==> src/rtl/vga_rgb_fifo.sv <==
// RGB pixel FIFO between the colour processor and the video output stage, with early full and sticky ovf/unf.
// Define VGA_RGB_FIFO_FWFT_EN for first-word-fall-through read data; default is a registered read.
module vga_rgb_fifo #(
  parameter int AWIDTH     = 4,
  parameter int DWIDTH     = 24,
  parameter int FULL_SLACK = 1
) (
  input  logic              clk,
  input  logic              nrst,
  input  logic              sclr,
  input  logic              wreq,
  input  logic [DWIDTH-1:0] d,
  output logic              full,
  input  logic              rreq,
  output logic [DWIDTH-1:0] q,
  output logic              empty,
  output logic [AWIDTH:0]   nword,
  output logic              ovf,
  output logic              unf
);

  localparam int DEPTH = 2 ** AWIDTH;
  localparam logic [AWIDTH:0] DEPTH_N  = (AWIDTH+1)'(DEPTH);
  localparam logic [AWIDTH:0] FULL_LVL = (AWIDTH+1)'(DEPTH - FULL_SLACK);

  logic [DWIDTH-1:0] mem_q [DEPTH];
  logic [AWIDTH-1:0] rd_ptr_q, rd_ptr_d;
  logic [AWIDTH-1:0] wr_ptr_q, wr_ptr_d;
  logic [AWIDTH:0]   nword_q, nword_d;
  logic              empty_q, full_q, ovf_q, unf_q;
  logic              ovf_d, unf_d;
  logic              rd_ok, we_ok;

  // A read freeing a slot lets a write land even when all DEPTH entries are in use.
  assign rd_ok = rreq & ~empty_q;
  assign we_ok = wreq & ((nword_q < DEPTH_N) | rd_ok);

  always_comb begin
    rd_ptr_d = rd_ptr_q;
    wr_ptr_d = wr_ptr_q;
    nword_d  = nword_q;
    if (rd_ok) rd_ptr_d = rd_ptr_q + 1'b1;
    if (we_ok) wr_ptr_d = wr_ptr_q + 1'b1;
    case ({we_ok, rd_ok})
      2'b10:   nword_d = nword_q + 1'b1;
      2'b01:   nword_d = nword_q - 1'b1;
      default: nword_d = nword_q;
    endcase
    ovf_d = ovf_q | (wreq & ~we_ok);
    unf_d = unf_q | (rreq & ~rd_ok);
  end

  always_ff @(posedge clk or negedge nrst) begin
    if (!nrst) begin
      rd_ptr_q <= '0;
      wr_ptr_q <= '0;
      nword_q  <= '0;
      empty_q  <= 1'b1;
      full_q   <= 1'b0;
      ovf_q    <= 1'b0;
      unf_q    <= 1'b0;
    end else if (sclr) begin
      rd_ptr_q <= '0;
      wr_ptr_q <= '0;
      nword_q  <= '0;
      empty_q  <= 1'b1;
      full_q   <= 1'b0;
      ovf_q    <= 1'b0;
      unf_q    <= 1'b0;
    end else begin
      rd_ptr_q <= rd_ptr_d;
      wr_ptr_q <= wr_ptr_d;
      nword_q  <= nword_d;
      empty_q  <= (nword_d == '0);
      full_q   <= (nword_d >= FULL_LVL);
      ovf_q    <= ovf_d;
      unf_q    <= unf_d;
    end
  end

  always_ff @(posedge clk) begin
    if (we_ok && !sclr) mem_q[wr_ptr_q] <= d;
  end

`ifdef VGA_RGB_FIFO_FWFT_EN
  // Head word straight from the array; forced to zero while empty so reset/flush read back zero.
  assign q = empty_q ? '0 : mem_q[rd_ptr_q];
`else
  logic [DWIDTH-1:0] q_q;

  always_ff @(posedge clk or negedge nrst) begin
    if (!nrst)      q_q <= '0;
    else if (sclr)  q_q <= '0;
    else if (rd_ok) q_q <= mem_q[rd_ptr_q];
  end

  assign q = q_q;
`endif

  assign full  = full_q;
  assign empty = empty_q;
  assign nword = nword_q;
  assign ovf   = ovf_q;
  assign unf   = unf_q;

endmodule

==> config.mk <==
export PLATFORM = sky130hd
export DESIGN_NAME = vga_rgb_fifo
export DESIGN_NICKNAME = d
export VERILOG_FILES = /design/src/rtl/vga_rgb_fifo.sv
export SDC_FILE = /design/constraint.sdc
export NUM_CORES = 1
export LEC_CHECK = 0
export CAP_MARGIN = 0
export CORE_MARGIN = 4
export CORE_UTILIZATION = 40
export CTS_CLUSTER_SIZE = 24
export DETAILED_ROUTE_END_ITERATION = 8
export RECOVER_POWER = 100
export SLEW_MARGIN = 20
export SYNTH_ARGS = -nofsm -noshare
export SYNTH_HDL_FRONTEND = slang
export SYNTH_SLANG_ARGS = --single-unit
export TNS_END_PERCENT = 5
==> constraint.sdc <==
create_clock -name clk -period 9.5 [get_ports clk]
set_input_delay 0.95 -clock clk [delete_from_list [all_inputs] [get_ports clk]]
set_output_delay 0.95 -clock clk [all_outputs]
set_load 0.1 [all_outputs]
# Yosys cells after proc, flatten, opt, wreduce, memory -nomap -nowiden
# Memories as Yosys holds them, arrays and structs flattened.
# Cells that the tools add are included.
dict set report word_totals {
  register_bits 41
  mem_bits_rw 384
  out_inout_bits 33
  wordCells 46
  n_memories 1
}
# name depth word_bits read_ports rd_clocked_by_memory_dff wr line_no
set mem_list {}
lappend mem_list {mem_q 16 24 1 0 1 26} ;# logic [DWIDTH-1:0] mem_q [DEPTH];
dict set report op_classes {
  add_sub_neg 4
  n_lt_le_gt_ge 2
  eq_ne 2
  n_mux 14
  bitwise 10
  n_reduce_logical 5
}
# cell n
set ops {}
lappend ops {{24-bit 2-to-1 mux} 2}
lappend ops {{4-bit 2-to-1 mux} 4}
lappend ops {{5-bit case mux with 2 select lines} 1}
lappend ops {{4-bit by 1-bit adder with 4-bit output (second input constant)} 2}
lappend ops {{1-bit 2-to-1 mux} 6}
lappend ops {{5-bit by 1-bit adder with 5-bit output (second input constant)} 1}
lappend ops {{5-bit by 4-bit >= comparator with 1-bit output (second input constant)} 1}
lappend ops {{5-bit zero test} 1}
lappend ops {{5-bit less-than comparator (second input constant)} 1}
lappend ops {{5-bit 2-to-1 mux} 1}
lappend ops {{5-bit by 1-bit subtractor with 5-bit output (second input constant)} 1}
lappend ops {{1-bit bitwise AND} 4}
lappend ops {{2-bit nonzero test} 2}
lappend ops {{1-bit inverter} 3}
lappend ops {{1-bit bitwise OR} 3}
lappend ops {{2-bit by 1-bit equality test with 1-bit output (second input constant)} 1}
lappend ops {{2-bit equality test (second input constant)} 1}
lappend ops {{1-bit logical AND} 1}
lappend ops {{1-bit zero test} 1}

# Depth between registers and ports, before layout
dict set report depth {
  depth_word 8
  ltp_mapped 12
  mapped_depth_nobuf 11
}

# Worst setup path after synthesis
# OpenSTA, ideal clock, no wires.
dict set report synth_timing {
  path_kind {input -> register}
  start {input port rreq}
  end {memory mem_q[1][0], enable pin}
  setup_ps 435
  arrival_time_ps 3407
  required_ps 9065
  slack_ps 5658
  stages 6
  path_cell_list {nand2b_1 > a21boi_2 > inv_1 > nor2_1 > nand2_1 > nor3_1}
}
dict set report synth_via {
  elab_chain_len 6
}
# element line_no
set synth_rtl {}
lappend synth_rtl {{start: declaration} 14} ;# input logic rreq,
lappend synth_rtl {{1-bit bitwise AND} 35} ;# assign rd_ok = rreq & ~empty_q;
lappend synth_rtl {{1-bit bitwise OR} 36} ;# assign we_ok = wreq & ((nword_q < DEPTH_N) | rd_ok);
lappend synth_rtl {{1-bit bitwise AND} 36}
lappend synth_rtl {{1-bit logical AND} 82} ;# if (we_ok && !sclr) mem_q[wr_ptr_q] <= d;
lappend synth_rtl {{1-bit 2-to-1 mux} 82}
lappend synth_rtl {{1-bit 2-to-1 mux (not written as such)} 82}
lappend synth_rtl {{end: declaration} 26}
# Every way passes these cells.

# Final worst setup path
dict set report layout_timing {
  start {register rd_ptr_q[0]}
  end {register q_q[23] (netlist: q[23])}
}
dict set report layout_via {
  elab_chain_len 3
}
# element line_no
set layout_rtl {}
lappend layout_rtl {{start: declaration} 27} ;# logic [AWIDTH-1:0] rd_ptr_q, rd_ptr_d;
lappend layout_rtl {{start signal: assignment} 71} ;# rd_ptr_q <= rd_ptr_d;
lappend layout_rtl {{memory 16 x 24 bit} --}
lappend layout_rtl {{24-bit 2-to-1 mux} 94} ;# else if (rd_ok) q_q <= mem_q[rd_ptr_q];
lappend layout_rtl {{24-bit 2-to-1 mux} 93} ;# else if (sclr) q_q <= '0;
lappend layout_rtl {{end signal: assignment} 94}
lappend layout_rtl {{end: declaration} 89} ;# logic [DWIDTH-1:0] q_q;
# Every way passes these cells. The select of a mux whose other input is x is not followed.
# A chain may end at the register's enable or synchronous reset.

==> summary.md <==
| Metric | Value |
|---|---|
| H-tree levels | 2 |
| Initial antenna violation count | 0 |
| Critical Path Fanout Max | just over 40 |
| CTS tree | yes |
| Setup slack at placement | about 5.4 ns |
| Setup violators final | 0 |
| I/O pin cnt | 62 |
| Req. time, crit path | 9.89 ns |
| Setup TNS Final | 0 ns |
| Reg2reg setup slack | approximately 4.1 ns |
| Setup Buffers After CTS | 0 |
| WL final | 33,300 um |
| EDFF count, synth | 384 |
| Critical Path, Cell by Cell | clkbuf_1 -> buf_4 -> mux4_2 -> mux2i_1 -> o221ai_1 |
| Worst Setup SP | rd_ptr_q[0]$_DFFE_PN0P_ |
| Slowest stage delay, CP | around 2.5 ns |
| Clk slew on worst S/H paths | 0.06 ns |
| Clock sink count | 425 |
| Top_reg_cell synth | edfxtp_1 |
| Detailed placer's ending HPWL | about 19,000 um |
| Global-route wire length before repair | 51,000 um |
| DP Area | 17,600 um2 |
| Synthesized flop and latch total | 425 |
| Rel. slew slack | -1.33 |
| Worst hold path type | flip-flop to flip-flop |
| Number of port buffers | 61 |
| Crit path buffers/inverters | 2 |
| Chip height | 210 um |
| Post-CTS Hold Buffers | 0 |
| Largest net degree at the start of global routing | 60 |
| Crit path time final | 5.37 ns |
| Final clock period utilization by the worst path | 0.565 |
| Num CTS Buffers | 43 |
| R2r startpoint | rd_ptr_q[0]$_DFFE_PN0P_ |
| Ant. Diodes | 0 |
| Vias in the first global route | 8,091 |
| Mapped Area | 16,300 um2 |
| Yosys cell types | 32 |
| Status | finished with violations |
| Fmax | 186 MHz |
| CTS max path bufs | 3 |
| Final std cell area, no fill | 18,800 um2 |
| Mean post-synth cell area | 21.4 um2 |
| Layout cells sized above 1 | 0.189 |
| Syn Nets | 798 |
| Most frequent cells in the layout | edfxtp_1, mux4_2, dlygate4sd3_1, mux2i_1, clkbuf_16 |
| CP Capture Type | flip-flop |
| RSZ-0062 raised after global routing | false |
| Starting Density | 0.408 |
| Setup WS post-layout | between 4 and 5 ns |
| Root buffer cell | clkbuf_16 |
| Leakage Power | 5.92 nW |
| Critical setup path kind | flip-flop to flip-flop |
| Via density | 5.40 |
| Final Hold Fails | 0 |
| Synthesis-to-layout area growth | 15.0% |
| Met3 WL post-DR | 1430 um |
| PwrDens | 237 nW/um2 |
| Clk_skew | 0.0186 ns |
| Worst-Skew Late Latency | 0.54 ns |
| Count of cells resized by post-cts repair | 0 |
| Cells after Synth | 761 |
| Post-DRT Antenna Nets | 0 |
| Total GRT Usage | 0.152 |
| Min-delay src | q[1]$_DFFE_PN0P_ |
| Async S/R FF share, synth | 0.0965 |
| Failing checks | capacitance limit, slew limit |
| Crit start category | flip-flop |
| Rows | 73 |
| Worst-Margin Slew | 3.50 ns |
| Via count | between 7,000 and 8,000 |
| Metal2 WL | 16,800 um |
| Core area | 40,000 um2 |
| Top delay family on crit path | buffers and inverters |
| Detailed-router iteration count before antenna repair | 5 |
| Die area | 44,100 um2 |
| Slowest-stage cell, CP | clkbuf_1 |
| Max Transition Viols Final | 424 |
| Starting DRC count in detailed routing | roughly 630 |
| Seq/Total Area, Yosys | 0.770 |
| Worst EP arrival | 5.76 ns |
| Top Metal Used | met4 |
| Wl on met1 | 14,500 um |
| Commonest non-fill, non-tap cell in the layout | edfxtp_1 |
| # Max-Cap Violations | 17 |
| Max rail drop VDD | ~0.13 mV |
| GPL Wtd Cong | 0.714 |
| Total grt overflow | 0 |
| Die X | 210 um |
| Syn. warnings | 0 |
| Residual DRC count | 0 |
| Layout Nets | 873 |
| Routed len/inst | ~24 um |
layout make-up:
cell class | instances | area [um2]
clock buffer | 58 | 1170
fill | 3307 | 21200
multi-input combinational | 289 | 3520
inverter | 5 | 18.8
sequential | 425 | 12600
clock inverter | 20 | 163
tap | 525 | 657
timing repair buffer | 72 | 662
path summary, 6_finish.rpt:
| check | endpoint | cells after the start |
|---|---|---|
| max in group asynchronous | rd_ptr_q[3]$_DFFE_PN0P_ | 2 |
| max | q[23]$_DFFE_PN0P_ | 5 |
| max reg2reg | q[23]$_DFFE_PN0P_ | 5 |
| min reg2reg | q[1]$_DFFE_PN0P_ | 2 |
| min | q[1]$_DFFE_PN0P_ | 2 |
| min in group asynchronous | ovf$_DFF_PN0_ | 2 |
power by group:
part	internal (mW)	switching [mW]	leakage, nW
Clock	0.923	0.676	0.656
Combinational	0.263	0.431	1.25
Sequential	2.09	0.0581	4.01
per-layer routing:
metal,track usage,vias to the layer above
li1,-,3274
met1,0.210,4054
met2,0.258,149
met3,0.0250,47
met4,0.0326,0
met5,0,-
through the flow:
step	power (mW)	hold slack, ns	util	instances
finish	4.44	0.476	0.469	1394
global route	4.61	0.520	0.469	1394
CTS	4.50	0.490	0.473	1394
detailed placement	2.90	0.476	0.439	1316
global placement	2.90	0.474	0.439	1316
floorplan	2.72	0.539	-	761
cell families (layout without fill, tap and decap cells):
logic type	after synthesis	in the layout	synth area share
AO/OA/AOI/OAI	39	39	0.0192
adder cells (fa/ha/maj)	8	8	0.00614
XOR/XNOR	12	12	0.00644
multiplexers	145	145	0.163
AND/OR/NAND/NOR	85	85	0.0215
flip-flops	425	425	0.770
buffers and inverters	47	155	0.0143
sequential cells by signal, summed over array words and instances, names as in the netlist:
signal,cells
mem_q,384
unf,1
full,1
empty,1
ovf,1
nword,5
wr_ptr_q,4
q,24
rd_ptr_q,4
Yosys cell counts, types with 2 or more instances:
cell	number	area, um2
a21oi_1	6	30.0
a31oi_1	2	12.5
buf_1	4	15.0
buf_2	16	80.1
buf_6	3	33.8
clkbuf_1	17	63.8
dfrtp_1	40	1000
edfxtp_1	384	11500
ha_1	8	100
inv_1	5	18.8
mux2i_1	49	490
mux4_2	96	2160
nand2_1	37	139
nand2b_1	3	18.8
nand4_1	2	12.5
nor2_1	32	120
nor2b_1	2	12.5
nor3_1	6	30.0
o221ai_1	25	219
or3_1	2	12.5
xnor2_1	5	43.8
xor2_1	7	61.3
tightest hold or removal path, delay by kind of cell, from the launching register on:
family | cells | cell delay, ns
flops | 1 | 0.34
simple gates | 1 | 0.05
compound gates | 1 | 0.05
Note: power is estimated with default switching activity, not from simulation.
==> patch (same flow settings) <==
The option `VGA_RGB_FIFO_FWFT_EN` is turned on by a define.
--- a/src/rtl/vga_rgb_fifo.sv
+++ b/src/rtl/vga_rgb_fifo.sv
@@ -1,5 +1,7 @@
 // RGB pixel FIFO between the colour processor and the video output stage, with early full and sticky ovf/unf.
 // Define VGA_RGB_FIFO_FWFT_EN for first-word-fall-through read data; default is a registered read.
+`define VGA_RGB_FIFO_FWFT_EN
+
 module vga_rgb_fifo #(
   parameter int AWIDTH     = 4,
   parameter int DWIDTH     = 24,
Formal check against the unedited RTL: not equivalent (a bounded check fails within 4 cycles, from zero or initial values and one cycle with nrst low).
==> patch against the unedited design <==
The flow still finishes with violations (capacitance limit, slew limit); design area down 3.8%; final cell count down 5.5%; register-to-register slack better by 0.22 ns; area after synthesis down 4.5%; sequential cell count down 24; worst setup slack worse by 0.29 ns; wire length down 0.44%; worst hold slack better by 0.033 ns; critical path depth up 1; power down 1.1%; clock skew down 0.0040 ns; clock power down 6%; critical endpoint is now q[12]; largest cell class unchanged; largest power group unchanged.
==> patch: results <==
[clocking]
cts_buffers = 40

[detailed_routing]
wl_met1_mm = 13.6
top_layer = met5
vias_per_cell = 5.38
drt-initial-drc-count = 549
wl_met3_mm = 1.35

[setup_path]
r2r_start = empty
crit_path_max_incr_delay_ns = 1.03
r2r_cells = 7
endpoint = q[12]

[yosys]
async_flop_share = 0.0424
yosys.area_share.adder = 0.00643
synthTopCellsByCount = edfxtp_1, mux4_2, nor2_1, nor2b_1, clkbuf_1
avgSynthCellArea_um2 = 22.9
synthMuxAreaShare = 0.174
synth.yosys.seq_area_share = 0.768

[grt]
met3_usage = 0.0244
antenna_found_initial = 2
track_usage = 0.161
grt_pass1_vias = 7533
grt_max_degree = 74

[pwr]
irDropWorstVdd_uv = 116

[final_layout]
layout.nets = 805
drive_above_1_share = 0.237
final_area_mm2 = 0.0180

[min_path]
min_to = unf
hold_start = unf

[status]
status = finished with violations
violations = capacitance limit, slew limit

[place]
dpl_cell_area_mm2 = 0.0169
place_ws_ns = 4.21
routabilityCongestion = 0.725

[timing]
slew_viol_final = 360
finClkSkew_ns = 0.0146
hold_slack_ns = 0.509
slew_headroom = -0.492
period_needed_ns = 5.66

[flow_run]
drv_cap = 17
## patch: changes by cell type after synthesis, moves of 2 or more
cell	delta
nor2b_1	+24
mux4_2	+24
inv_1	-2
nand2_1	-25
mux2i_1	-48
nor2_1	-3
inv_2	+2
o221ai_1	-24
o21ai_1	+2
dfrtp_1	-24
buf_2	-5
## patch: cell type report
type | instances | area share
tap | 518 | 0.0359
antenna | 1 | 0.000139
clock buffer | 46 | 0.0579
sequential | 401 | 0.663
multi-input combinational | 238 | 0.190
clock inverter | 26 | 0.0118
inverter | 5 | 0.00104
timing repair buffer | 82 | 0.0404
## patch: kinds of logic after synthesis
family / after synthesis
flip-flops: 401
multiplexers: 121
AND/OR/NAND/NOR: 81
buffers and inverters: 42
AO/OA/AOI/OAI: 17
XOR/XNOR: 11
adder cells (fa/ha/maj): 8
## patch: power breakdown
group          total, mW  internal, mW  switching (mW)
logic              0.840         0.302           0.538
clock network       1.51         0.873           0.636
registers           2.04          1.97          0.0710
